File: src/rtl/traffic_signal_monitor.sv
// rtl/traffic_signal_monitor.sv - passive checker for the four-lamp traffic signal bus
module traffic_signal_monitor #(
    parameter int MIN_AMBER  = 3,
    parameter int MIN_ALLRED = 2,
    parameter int CNT_W      = 8
) (
    input  logic        clk,
    input  logic        rst,
    input  logic        go,
    input  logic        clr,
    input  logic [1:0]  highway_signal_1,
    input  logic [1:0]  highway_signal_2,
    input  logic [1:0]  farm_signal_1,
    input  logic [1:0]  farm_signal_2,
    output logic        err_sequence,
    output logic        err_amber,
    output logic        err_conflict,
    output logic        err_allred,
    output logic [3:0]  err_lamp,
    output logic        err_pulse,
    output logic [1:0]  active_group,
    output logic [15:0] rotations
);
    localparam logic [1:0] GREEN   = 2'b00;
    localparam logic [1:0] YELLOW  = 2'b01;
    localparam logic [1:0] RED     = 2'b10;
    localparam logic [1:0] RED_YEL = 2'b11;

    localparam logic [CNT_W-1:0] CNT_MAX    = '1;
    localparam logic [CNT_W-1:0] CNT_ONE    = CNT_W'(1);
    localparam logic [CNT_W-1:0] AMBER_MIN  = CNT_W'(MIN_AMBER);
    localparam logic [CNT_W-1:0] ALLRED_MIN = CNT_W'(MIN_ALLRED);

    typedef enum logic [1:0] {
        GRP_NONE     = 2'b00,
        GRP_HW       = 2'b01,
        GRP_FARM     = 2'b10,
        GRP_CONFLICT = 2'b11
    } group_t;

    logic [3:0][1:0]       cur_code;
    logic [3:0][1:0]       prev_code;
    logic [3:0][CNT_W-1:0] dwell;
    logic [3:0][CNT_W-1:0] dwell_nxt;
    logic [3:0]            seq_hit;
    logic [3:0]            amb_hit;
    logic [CNT_W-1:0]      allred_cnt;
    logic [CNT_W-1:0]      allred_nxt;
    logic                  hw_act;
    logic                  farm_act;
    logic                  conflict_hit;
    logic                  allred_hit;
    logic                  rot_hit;
    group_t                cur_group;
    group_t                last_group;
    group_t                last_group_nxt;

    assign cur_code = {farm_signal_2, farm_signal_1, highway_signal_2, highway_signal_1};

    // Lamp cycle is 10 -> 11 -> 00 -> 01 -> 10; holding any code is legal.
    function automatic logic legal_step(input logic [1:0] from, input logic [1:0] to);
        case ({from, to})
            {RED, RED_YEL}, {RED_YEL, GREEN}, {GREEN, YELLOW}, {YELLOW, RED}: return 1'b1;
            default: return from == to;
        endcase
    endfunction

    always_comb begin
        seq_hit   = '0;
        amb_hit   = '0;
        dwell_nxt = dwell;
        for (int i = 0; i < 4; i++) begin
            if (cur_code[i] != prev_code[i]) begin
                seq_hit[i]   = !legal_step(prev_code[i], cur_code[i]);
                amb_hit[i]   = (prev_code[i] == YELLOW || prev_code[i] == RED_YEL) &&
                               (dwell[i] < AMBER_MIN);
                dwell_nxt[i] = go ? CNT_ONE : '0;
            end else if (go && dwell[i] != CNT_MAX) begin
                dwell_nxt[i] = dwell[i] + CNT_ONE;
            end
        end
    end

    always_comb begin
        hw_act         = (cur_code[0] != RED) || (cur_code[1] != RED);
        farm_act       = (cur_code[2] != RED) || (cur_code[3] != RED);
        cur_group      = group_t'({farm_act, hw_act});
        conflict_hit   = hw_act && farm_act;
        allred_hit     = 1'b0;
        rot_hit        = 1'b0;
        last_group_nxt = last_group;
        allred_nxt     = allred_cnt;
        // allred_cnt still holds the clearance seen before this sample's group switch.
        if ((cur_group == GRP_HW && last_group == GRP_FARM) ||
            (cur_group == GRP_FARM && last_group == GRP_HW)) begin
            allred_hit = allred_cnt < ALLRED_MIN;
        end
        if (cur_group == GRP_HW && last_group == GRP_FARM) begin
            rot_hit = 1'b1;
        end
        if (cur_group == GRP_HW || cur_group == GRP_FARM) begin
            last_group_nxt = cur_group;
        end
        if (hw_act || farm_act) begin
            allred_nxt = '0;
        end else if (go && allred_cnt != CNT_MAX) begin
            allred_nxt = allred_cnt + CNT_ONE;
        end
    end

    always_ff @(posedge clk or posedge rst) begin
        if (rst) begin
            prev_code    <= {4{RED}};
            dwell        <= '0;
            allred_cnt   <= '0;
            last_group   <= GRP_NONE;
            err_sequence <= 1'b0;
            err_amber    <= 1'b0;
            err_conflict <= 1'b0;
            err_allred   <= 1'b0;
            err_lamp     <= '0;
            err_pulse    <= 1'b0;
            active_group <= GRP_NONE;
            rotations    <= '0;
        end else begin
            prev_code    <= cur_code;
            dwell        <= dwell_nxt;
            allred_cnt   <= allred_nxt;
            last_group   <= last_group_nxt;
            // A fresh error outranks a simultaneous clear.
            err_sequence <= (err_sequence & ~clr) | (|seq_hit);
            err_amber    <= (err_amber & ~clr) | (|amb_hit);
            err_conflict <= (err_conflict & ~clr) | conflict_hit;
            err_allred   <= (err_allred & ~clr) | allred_hit;
            err_lamp     <= (err_lamp & {4{~clr}}) | seq_hit | amb_hit;
            err_pulse    <= (|seq_hit) | (|amb_hit) | conflict_hit | allred_hit;
            active_group <= cur_group;
            if (rot_hit) begin
                rotations <= rotations + 16'd1;
            end
        end
    end
endmodule

File: config.mk
export PLATFORM = sky130hd
export DESIGN_NAME = traffic_signal_monitor
export DESIGN_NICKNAME = d
export VERILOG_FILES = /design/src/rtl/traffic_signal_monitor.sv
export SDC_FILE = /design/constraint.sdc
export NUM_CORES = 1
export LEC_CHECK = 0
export CAP_MARGIN = 20
export CORE_MARGIN = 1
export CORE_UTILIZATION = 57
export DETAILED_ROUTE_END_ITERATION = 7
export GPL_ROUTABILITY_DRIVEN = 0
export PLACE_DENSITY = 0.92
export SLEW_MARGIN = 10
export SYNTH_ARGS = -nofsm -noshare
export SYNTH_HDL_FRONTEND = slang
export SYNTH_SLANG_ARGS = --single-unit
File: constraint.sdc
create_clock -name clk -period 3.4 [get_ports clk]
set_clock_uncertainty 0.15 [all_clocks]
set_input_delay 0.68 -clock clk [delete_from_list [all_inputs] [get_ports clk]]
set_output_delay 0.68 -clock clk [all_outputs]
set_load 0.005 [all_outputs]
Word-level counts from Yosys, hierarchy flattened:

Index checks and enable logic that the tools add are counted.

* flip-flop bits (word level): 77
* bits of input ports: 12
* output and inout port bits: 27
* word-level logic and storage cells: 154

* $add $sub $neg: 6
* order comparisons: 5
* equal/unequal tests: 45
* muxes and demuxes: 29
* bitwise logic cells: 15
* reductions and logical operators: 36

Operators by type and width (count)
* 8-bit two-way mux: 10
* 8-bit by 1-bit adder with 8-bit output, second input constant: 5
* 8-bit by 2-bit less-than comparator with 1-bit output, second input constant: 5
* 8-bit inequality test, second input constant: 5
* 4-bit == test, second input constant: 8
* 4-bit OR reduction: 6
* 1-bit two-way mux: 19
* 16-bit by 1-bit adder with 16-bit output, second input constant: 1
* 4-bit by 1-bit == test with 1-bit output, second input constant: 4
* 4-bit by 3-bit == test with 1-bit output, second input constant: 4
* 2-bit by 1-bit == test with 1-bit output, second input constant: 6
* 2-bit == test, second input constant: 6
* 1-bit logical AND: 12
* 2-bit nonzero test: 5
* 1-bit logical OR: 9
* 2-bit == test: 4
* 2-bit inequality test: 4
* 2-bit inequality test, second input constant: 4
* 4-bit bitwise OR: 2
* 1-bit bitwise OR: 7
* 1-bit bitwise AND: 4
* 4-bit bitwise AND: 1
* 1-bit logical NOT: 4
* 1-bit NOT: 1

Longest topological paths before layout:

Gate-level depths: netlist of the first run.

* depth after elaboration: 10
* mapped depth: 7
* depth with buffers taken out: 7

Least setup slack after synthesis of the first run:

OpenSTA, ideal clock, no wires.

* kind: input-to-reg
* start: input farm_signal_1[0]
* end: register rotations[15]
* library setup time: 0.123 ns
* data arrival time: 2.185 ns
* path slack: 0.942 ns
* stages on the path: 6
* cells stage by stage: nor4bb_1 > ha_1 > nand3b_1 > nor3_2 > nand4_1 > xnor2_1

* longest elaborated chain between the ends: 5

Ends and longest elaborated chain
* from (decl): RTL line 13 `input logic [1:0] farm_signal_1,`
* 2-bit inequality test: RTL line 86 `farm_act = (cur_code[2] != RED) || (cur_code[3] != RED);`
* 1-bit logical OR: RTL line 86
* 2-bit by 1-bit == test with 1-bit output: RTL line 98 `if (cur_group == GRP_HW && last_group == GRP_FARM) begin`
* 1-bit logical AND: RTL line 98
* 1-bit two-way mux: RTL line 98
* to (signal assigned): RTL line 139 `rotations <= rotations + 16'd1;`
* to (decl): RTL line 22 `output logic [15:0] rotations`

No other way between the ends.
A chain may end at the register's enable or synchronous reset.

Final worst setup path of the first run:

* start: input highway_signal_2[1]
* end: register err_pulse

* elaborated cells between the ends (all ways): 26
* those cells by class: eq/ne: 9; mux: 5; bitwise: 3; reduce/logical: 9

RTL lines
* from (decl): RTL line 12 `input logic [1:0] highway_signal_2,`
* 2-bit inequality test *: RTL line 85 `hw_act = (cur_code[0] != RED) || (cur_code[1] != RED);`
* 1-bit logical OR *: RTL line 85
* via hw_act: RTL line 49 `logic hw_act;`
* 2-bit by 1-bit == test with 1-bit output / 2-bit == test (equally long branches): RTL line 94, 95
* 1-bit logical AND (on tied branches): RTL line 94, 95
* 1-bit logical OR: RTL line 94 `if ((cur_group == GRP_HW && last_group == GRP_FARM) ||`
* 1-bit two-way mux: RTL line 94
* 1-bit bitwise OR *: RTL line 136 `err_pulse <= (|seq_hit) | (|amb_hit) | conflict_hit | allred_hit;`
* to (signal assigned): RTL line 136
* to (decl): RTL line 20 `output logic err_pulse,`

Mark *: on every way through the listed nets, which the timed path passes. The rest lies on a longest branch. The select of a mux whose other input is x is not followed.

==> flow_summary.toml, run 1 <==
[sta]
rsz0062_at_grt = "false"
period_minus_slack_ns = 2.64
final_hold_viol_count = 0
max_slew_margin_pct = 59.9
tightest_slew_ns = 0.600
timing.final.max_slew_violations = 0
setup_ws_ns = 0.761
period_share_pct = 77.6
max_clock_freq_mhz = 379
fin_setup_tns_ns = 0
setup_violations = 0

[yosys]
synth_fa_ha_area_share_pct = 3.25
ys_ff_latch = 77
synth_cells = 368
yosys-mux-area-fraction_pct = 2.37
ys.flop_type = "dfrtp_1"
yosys_warnings = 0
yosys-top-cells-area = "dfrtp_1, xnor2_1, nor2_1"
syn_area_um2 = 3850
async_flop_share_pct = 100
ys_seq_area_share_pct = 50.2
yosys.area_share.simple_pct = 23.5
syn_nets = 390
synth_xor_area_share_pct = 9.79
synth_top_family_by_area = "simple AND/OR/NAND/NOR gates"
synth_edf_count = 0
synth_top_area_share_pct = 47.5
yosysTopAreaCell = "dfrtp_1"
avgSynthCellArea_um2 = 10.5
synth_compound_area_share_pct = 9.53
synth.distinct_cells = 49

[die]
die_x_um = 84.2
initial_core_util_pct = 59.9
die_area_um2 = 7080
row_count = 29
core_area_um2 = 6420
fp.dieH_um = 84.2
pin_count = 39

[status]
violations = "DRC"
status = "complete, but fails checks"

[clocking]
cts_resized = 0
clock_latency_ns = 0.35
cts_max_level = 3
cts_hold_buf = 0
cts_made_buffers = 9
path_clk_slew_ns = 0.08
post_cts_buffers = 0
ctsRootBufferMaster = "clkbuf_8"
cts_tree = "done"
cts_sinks = 77
cts_max_path_buffers = 2

[detailed_routing]
postRouteAntennaNets = 0
via_count = 3006
drc = 12
wl_mm = 7.74
post_drt_wl_per_cell_um = 15.5
viasPerCell = 6.02
drtIter0Drc = 131
drt-pass1-iter-count = 7

[worst_setup_path]
worstSetupStartpointType = "primary input"
reg2reg_to = "err_pulse$_DFF_PP0_"
worstSetupPathType = "primary input to flip-flop"
r2r-start = "dwell[0]$_DFFE_PP0P_"
startpoint = "highway_signal_2[1]"
r2r_slack_ns = 1.45
rr_worst_depth = 5
crit_end = "err_pulse$_DFF_PP0_"
cp-end-kind = "flip-flop"
cp.required_ns = 3.46
cp_max_fo = 5
arrival_ns = 2.70

[grt]
grt_max_degree = 60
antenna_found_initial = 0
grt_pass1_vias = 2870
grtUsageTotal_pct = 23.8
overflow = 0
grt_pass1_wl_mm = 13.3

[placement]
dp_slack_ns = 0.392
dpl.hpwl_mm = 5.45
place_area_um2 = 4350
port_buffers = 38

[layout]
mostFrequentLayoutCells = "dfrtp_1, clkdlybuf4s50_1, xnor2_1, nor2_1, nand2_1"
n_antenna_cell = 0
fin_area_um2 = 4520
nFillCells = 442
fin_nets = 439
final_common_cell = "dfrtp_1"
area_delta_synth_final_pct = 17.5
drive_above_1_share_pct = 9.00

[power]
power.leakage_uw = 0.00186
p_per_area_nw_per_um2 = 398
power_uw = 1800
max-vdd-ir-drop_v = 0.000283

[job]
maxCapViolCount = 0

[hold_path]
hold_class = "flip-flop to flip-flop"
==> layout make-up <==
cell class / instances / area, um^2 / share of cell area [%]
sequential: 77 / 1930 / 42.7
multi-input combinational: 279 / 1860 / 41.2
timing repair buffer: 43 / 430 / 9.52
clock buffer: 9 / 124 / 2.74
tap: 77 / 96.3 / 2.13
clock inverter: 7 / 50.0 / 1.11
inverter: 7 / 26.3 / 0.581
==> registers in the layout, indices dropped and copies added (netlist names) <==
signal	count
err_allred	1
allred_cnt	8
err_sequence	1
dwell	32
err_amber	1
last_group	2
err_pulse	1
err_lamp	4
active_group	2
rotations	16
err_conflict	1
prev_code	8
==> layer usage <==
layer,vias up,wire (um),GRT usage [%]
li1,1437,-,-
met1,1454,3410,30.5
met2,93,3820,39.1
met3,22,282,3.83
met4,0,224,12.5
met5,-,0,0
==> cell usage after synthesis (all sizes together), types with 2 or more instances <==
library cell / count
a21oi: 14
mux2i: 8
o21ai: 12
and3b: 2
or4: 5
nor2: 35
and4: 7
nand4: 16
buf: 4
nand3: 18
nor4bb: 2
inv: 7
nor4b: 2
xor2: 8
xnor2: 35
and3: 8
a31oi: 7
dfstp: 4
and2: 7
nor2b: 3
nor3: 8
nand2: 31
or4b: 4
a211oi: 8
nor4: 3
or3: 2
nand3b: 4
o211ai: 7
ha: 10
nand2b: 4
dfrtp: 73
==> stage by stage <==
| stage | cells | hold WS [ns] | util (%) |
|---|---|---|---|
| after floorplan | 368 | 0.318 | - |
| after global placement | 483 | 0.316 | 67.7 |
| after detailed placement | 483 | 0.317 | 67.7 |
| after CTS | 499 | 0.332 | 70.4 |
| after global routing | 499 | 0.362 | 70.4 |
| final | 499 | 0.327 | 70.4 |
==> report_power, final <==
group          total (uW)  switching, uW  leakage [uW]  internal, uW
Combinational         204            108      0.000790          96.0
Clock                 613            348     0.0000816           266
Sequential            984           34.0      0.000985           950
==> worst min path at each step <==
| stage | start | to | slack (ns) | cells after the start |
|---|---|---|---|---|
| 3_5_place_dp | rotations[15]$_DFFE_PP0P_ | rotations[15]$_DFFE_PP0P_ | 0.32 | 1 |
| 5_1_grt | rotations[15]$_DFFE_PP0P_ | rotations[15]$_DFFE_PP0P_ | 0.36 | 1 |
| 3_3_place_gp | rotations[15]$_DFFE_PP0P_ | rotations[15]$_DFFE_PP0P_ | 0.32 | 1 |
| 6_report | rotations[15]$_DFFE_PP0P_ | rotations[15]$_DFFE_PP0P_ | 0.33 | 1 |
| 2_1_floorplan | rotations[15]$_DFFE_PP0P_ | rotations[15]$_DFFE_PP0P_ | 0.32 | 1 |
| 4_1_cts | rotations[15]$_DFFE_PP0P_ | rotations[15]$_DFFE_PP0P_ | 0.33 | 1 |
==> worst max-delay path, stage by stage <==
cell,delay (ns)
clkdlybuf4s50_1,0.51
nor4bb_1,0.29
buf_4,0.18
inv_1,0.07
ha_1,0.21
nand3b_1,0.21
o21ai_0,0.19
a31oi_1,0.25
nand3_2,0.09
==> kinds of logic after synthesis <==
logic type                 Yosys count
and+or+nand+nor                    163
DFF                                 77
AOI/OAI and AO/OA                   54
xor gates and xnor gates            43
buffers and inverters               12
adders and majority gates           10
muxes                                9
Power figures use the tool's default switching activity.
==> run 2, diff against run 1 <==
--- a/config.mk
+++ b/config.mk
@@ -7,10 +7,10 @@
 export LEC_CHECK = 0
 export CAP_MARGIN = 20
 export CORE_MARGIN = 1
-export CORE_UTILIZATION = 57
+export CORE_UTILIZATION = 51
 export DETAILED_ROUTE_END_ITERATION = 7
 export GPL_ROUTABILITY_DRIVEN = 0
-export PLACE_DENSITY = 0.92
+export PLACE_DENSITY = 0.88
 export SLEW_MARGIN = 10
 export SYNTH_ARGS = -nofsm -noshare
 export SYNTH_HDL_FRONTEND = slang
==> constraint.sdc (replaced) <==
create_clock -name clk -period 2.3 [get_ports clk]
set_clock_uncertainty 0.15 [all_clocks]
set_input_delay 0.46 -clock clk [delete_from_list [all_inputs] [get_ports clk]]
set_output_delay 0.46 -clock clk [all_outputs]
set_load 0.005 [all_outputs]
==> run 2 against run 1 <==
The run now ends clean; sequential power up 48%; first-iteration DRC count rose by 80%; sequential share of layout area shrank 2.9 points; flip-flop and latch count stayed put; global-route usage is 0.29 points lower; worst hold slack gained 0.0070 ns; critical path depth is the same; register-to-register slack worse by 1.2 ns; cell area grew 7.4%; wire length up 8.7%; utilization fell by 3.8 points.
==> flow_summary.toml, run 2 (synthesis results as in run 1) <==
[status]
status = "finished clean"

[worst_setup_path]
slowest_stage = "clkdlybuf4s50_1"
crit_cells = 9
worstSetupStartpointType = "primary input"
cpMostUsedCell = "buf_4"
r2r-start = "dwell[24]$_DFFE_PP0P_"
slowest_delay_ns = 0.52
crit_family = "buffers and inverters"
cp.required_ns = 2.39
crit_buf_inv = 3
worstSetupPathType = "primary input to flip-flop"
rr_worst_depth = 6
cp-end-kind = "flip-flop"
r2r_slack_ns = 0.29
startpoint = "farm_signal_2[1]"
cp_max_fo = 6
reg2reg_to = "err_amber$_DFF_PP0_"
crit_end = "rotations[7]$_DFFE_PP0P_"
crit_path_cell_trace = "clkdlybuf4s50_1 -> nor4bb_4 -> buf_4 -> ha_1 -> nand3b_1 -> nor3_2 -> buf_4 -> nand3_2 -> xnor2_2"
arrival_ns = 2.33

[detailed_routing]
postRouteAntennaNets = 0
viasPerCell = 5.81
drt-pass1-iter-count = 5
post_drt_wl_per_cell_um = 15.4
drc = 0
wl_mm = 8.41
via_count = 3176
drtIter0Drc = 236

[grt]
overflow = 0
grtUsageTotal_pct = 23.5
grt_pass1_wl_mm = 14.0
grt_pass1_vias = 3033
antenna_found_initial = 0
grt_max_degree = 78

[placement]
dpl.cell_count = 530
port_buffers = 38
dpl.hpwl_mm = 5.80

[clocking]
cts_max_path_buffers = 2
cts_made_buffers = 9
cts_tree = "done"
clock_latency_ns = 0.36
cts_hold_buf = 0
path_clk_slew_ns = 0.08
cts_sinks = 77
cts_max_level = 3
ctsRootBufferMaster = "clkbuf_8"

[layout]
drive_above_1_share_pct = 15.0
area_delta_synth_final_pct = 26.2
n_antenna_cell = 0
regMostFlops = "dwell"
reg_top3 = "dwell (32), rotations (16)"
post-route-util_pct = 66.6
final_common_cell = "dfrtp_1"
mostFrequentLayoutCells = "dfrtp_1, clkdlybuf4s50_1, nor2_1"
largest_reg_flops = 32
nFillCells = 577
fin_nets = 465
final_cell_count_no_fill = 547

[power]
internal_power_uw = 2300
switchingPower_uw = 729
power.leakage_uw = 0.00204
p_per_area_nw_per_um2 = 623
swShare_pct = 24.1
seq_power_share_pct = 48.1
max-vdd-ir-drop_v = 0.000326
power.share.clock_pct = 40.6
share_comb_of_total_power_pct = 11.4

[sta]
period_share_pct = 97.2
max_slew_margin_pct = 69.8
tightest_slew_ns = 0.450
period_minus_slack_ns = 2.24
final_hold_viol_count = 0
setup_violations = 0
hold_ws_ns = 0.334
max_clock_freq_mhz = 447
timing.final.max_slew_violations = 0

[die]
die_x_um = 88.9
die_area_um2 = 7900
initial_core_util_pct = 52.8
pin_count = 39
row_count = 31
core_area_um2 = 7290
fp.dieH_um = 88.9

[hold_path]
hold_class = "flip-flop to flip-flop"

[job]
maxCapViolCount = 0
run 2: how the worst min path moves through the flow:
stage | start | endpoint | slack [ns] | cells after the start
4_1_cts | farm_signal_2[0] | prev_code[6]$_DFF_PP0_ | 0.30 | 1
5_1_grt | farm_signal_2[0] | prev_code[6]$_DFF_PP0_ | 0.35 | 1
3_3_place_gp | rotations[15]$_DFFE_PP0P_ | rotations[15]$_DFFE_PP0P_ | 0.32 | 1
3_5_place_dp | rotations[15]$_DFFE_PP0P_ | rotations[15]$_DFFE_PP0P_ | 0.33 | 1
2_1_floorplan | highway_signal_1[1] | prev_code[1]$_DFF_PP1_ | 0.31 | 0
6_report | rotations[15]$_DFFE_PP0P_ | rotations[15]$_DFFE_PP0P_ | 0.33 | 1
run 2: repair_timing:
action | CTS | global route
resized for setup | 2 | 6
pin swaps | 1 | 3
setup endpoints to repair | 3 | 4
setup buffers | 0 | 1
run 2: stage by stage:
stage,area (um^2),setup slack [ns],TNS (ns),total power (uW)
floorplan,3850,0.0624,0,1640
CTS,4810,0.00807,0,3030
global route,4860,-0.00556,-0.00790,3130
global placement,4570,-0.312,-3.80,1800
detailed placement,4570,-0.421,-5.95,1820
finish,4860,0.0640,0,3030
run 2: final cells by class:
cell class,count,area [um^2],area share (%)
flip-flops and latches,77,1930,39.8
repair buffers,69,624,12.9
multi-input cells,279,1910,39.3
clock buffers,10,128,2.63
clock inverters,6,111,2.29
well taps,99,124,2.55
inverters,7,30.0,0.618
run 2: routing by layer:
layer / GRT usage [%] / routed length [um] / up-vias
met4: 10.3 / 132 / 0
met1: 29.8 / 3710 / 1572
met3: 3.82 / 358 / 10
li1: - / - / 1489
met5: 0 / 0 / -
met2: 39.7 / 4200 / 105
run 2: power by group through the flow:
stage / clock [uW] / sequential (uW) / combinational [uW]
after floorplan: 0 / 1470 / 173
after global placement: 0 / 1480 / 323
after detailed placement: 0 / 1480 / 337
after CTS: 1240 / 1450 / 340
after global routing: 1280 / 1460 / 379
final: 1230 / 1460 / 344
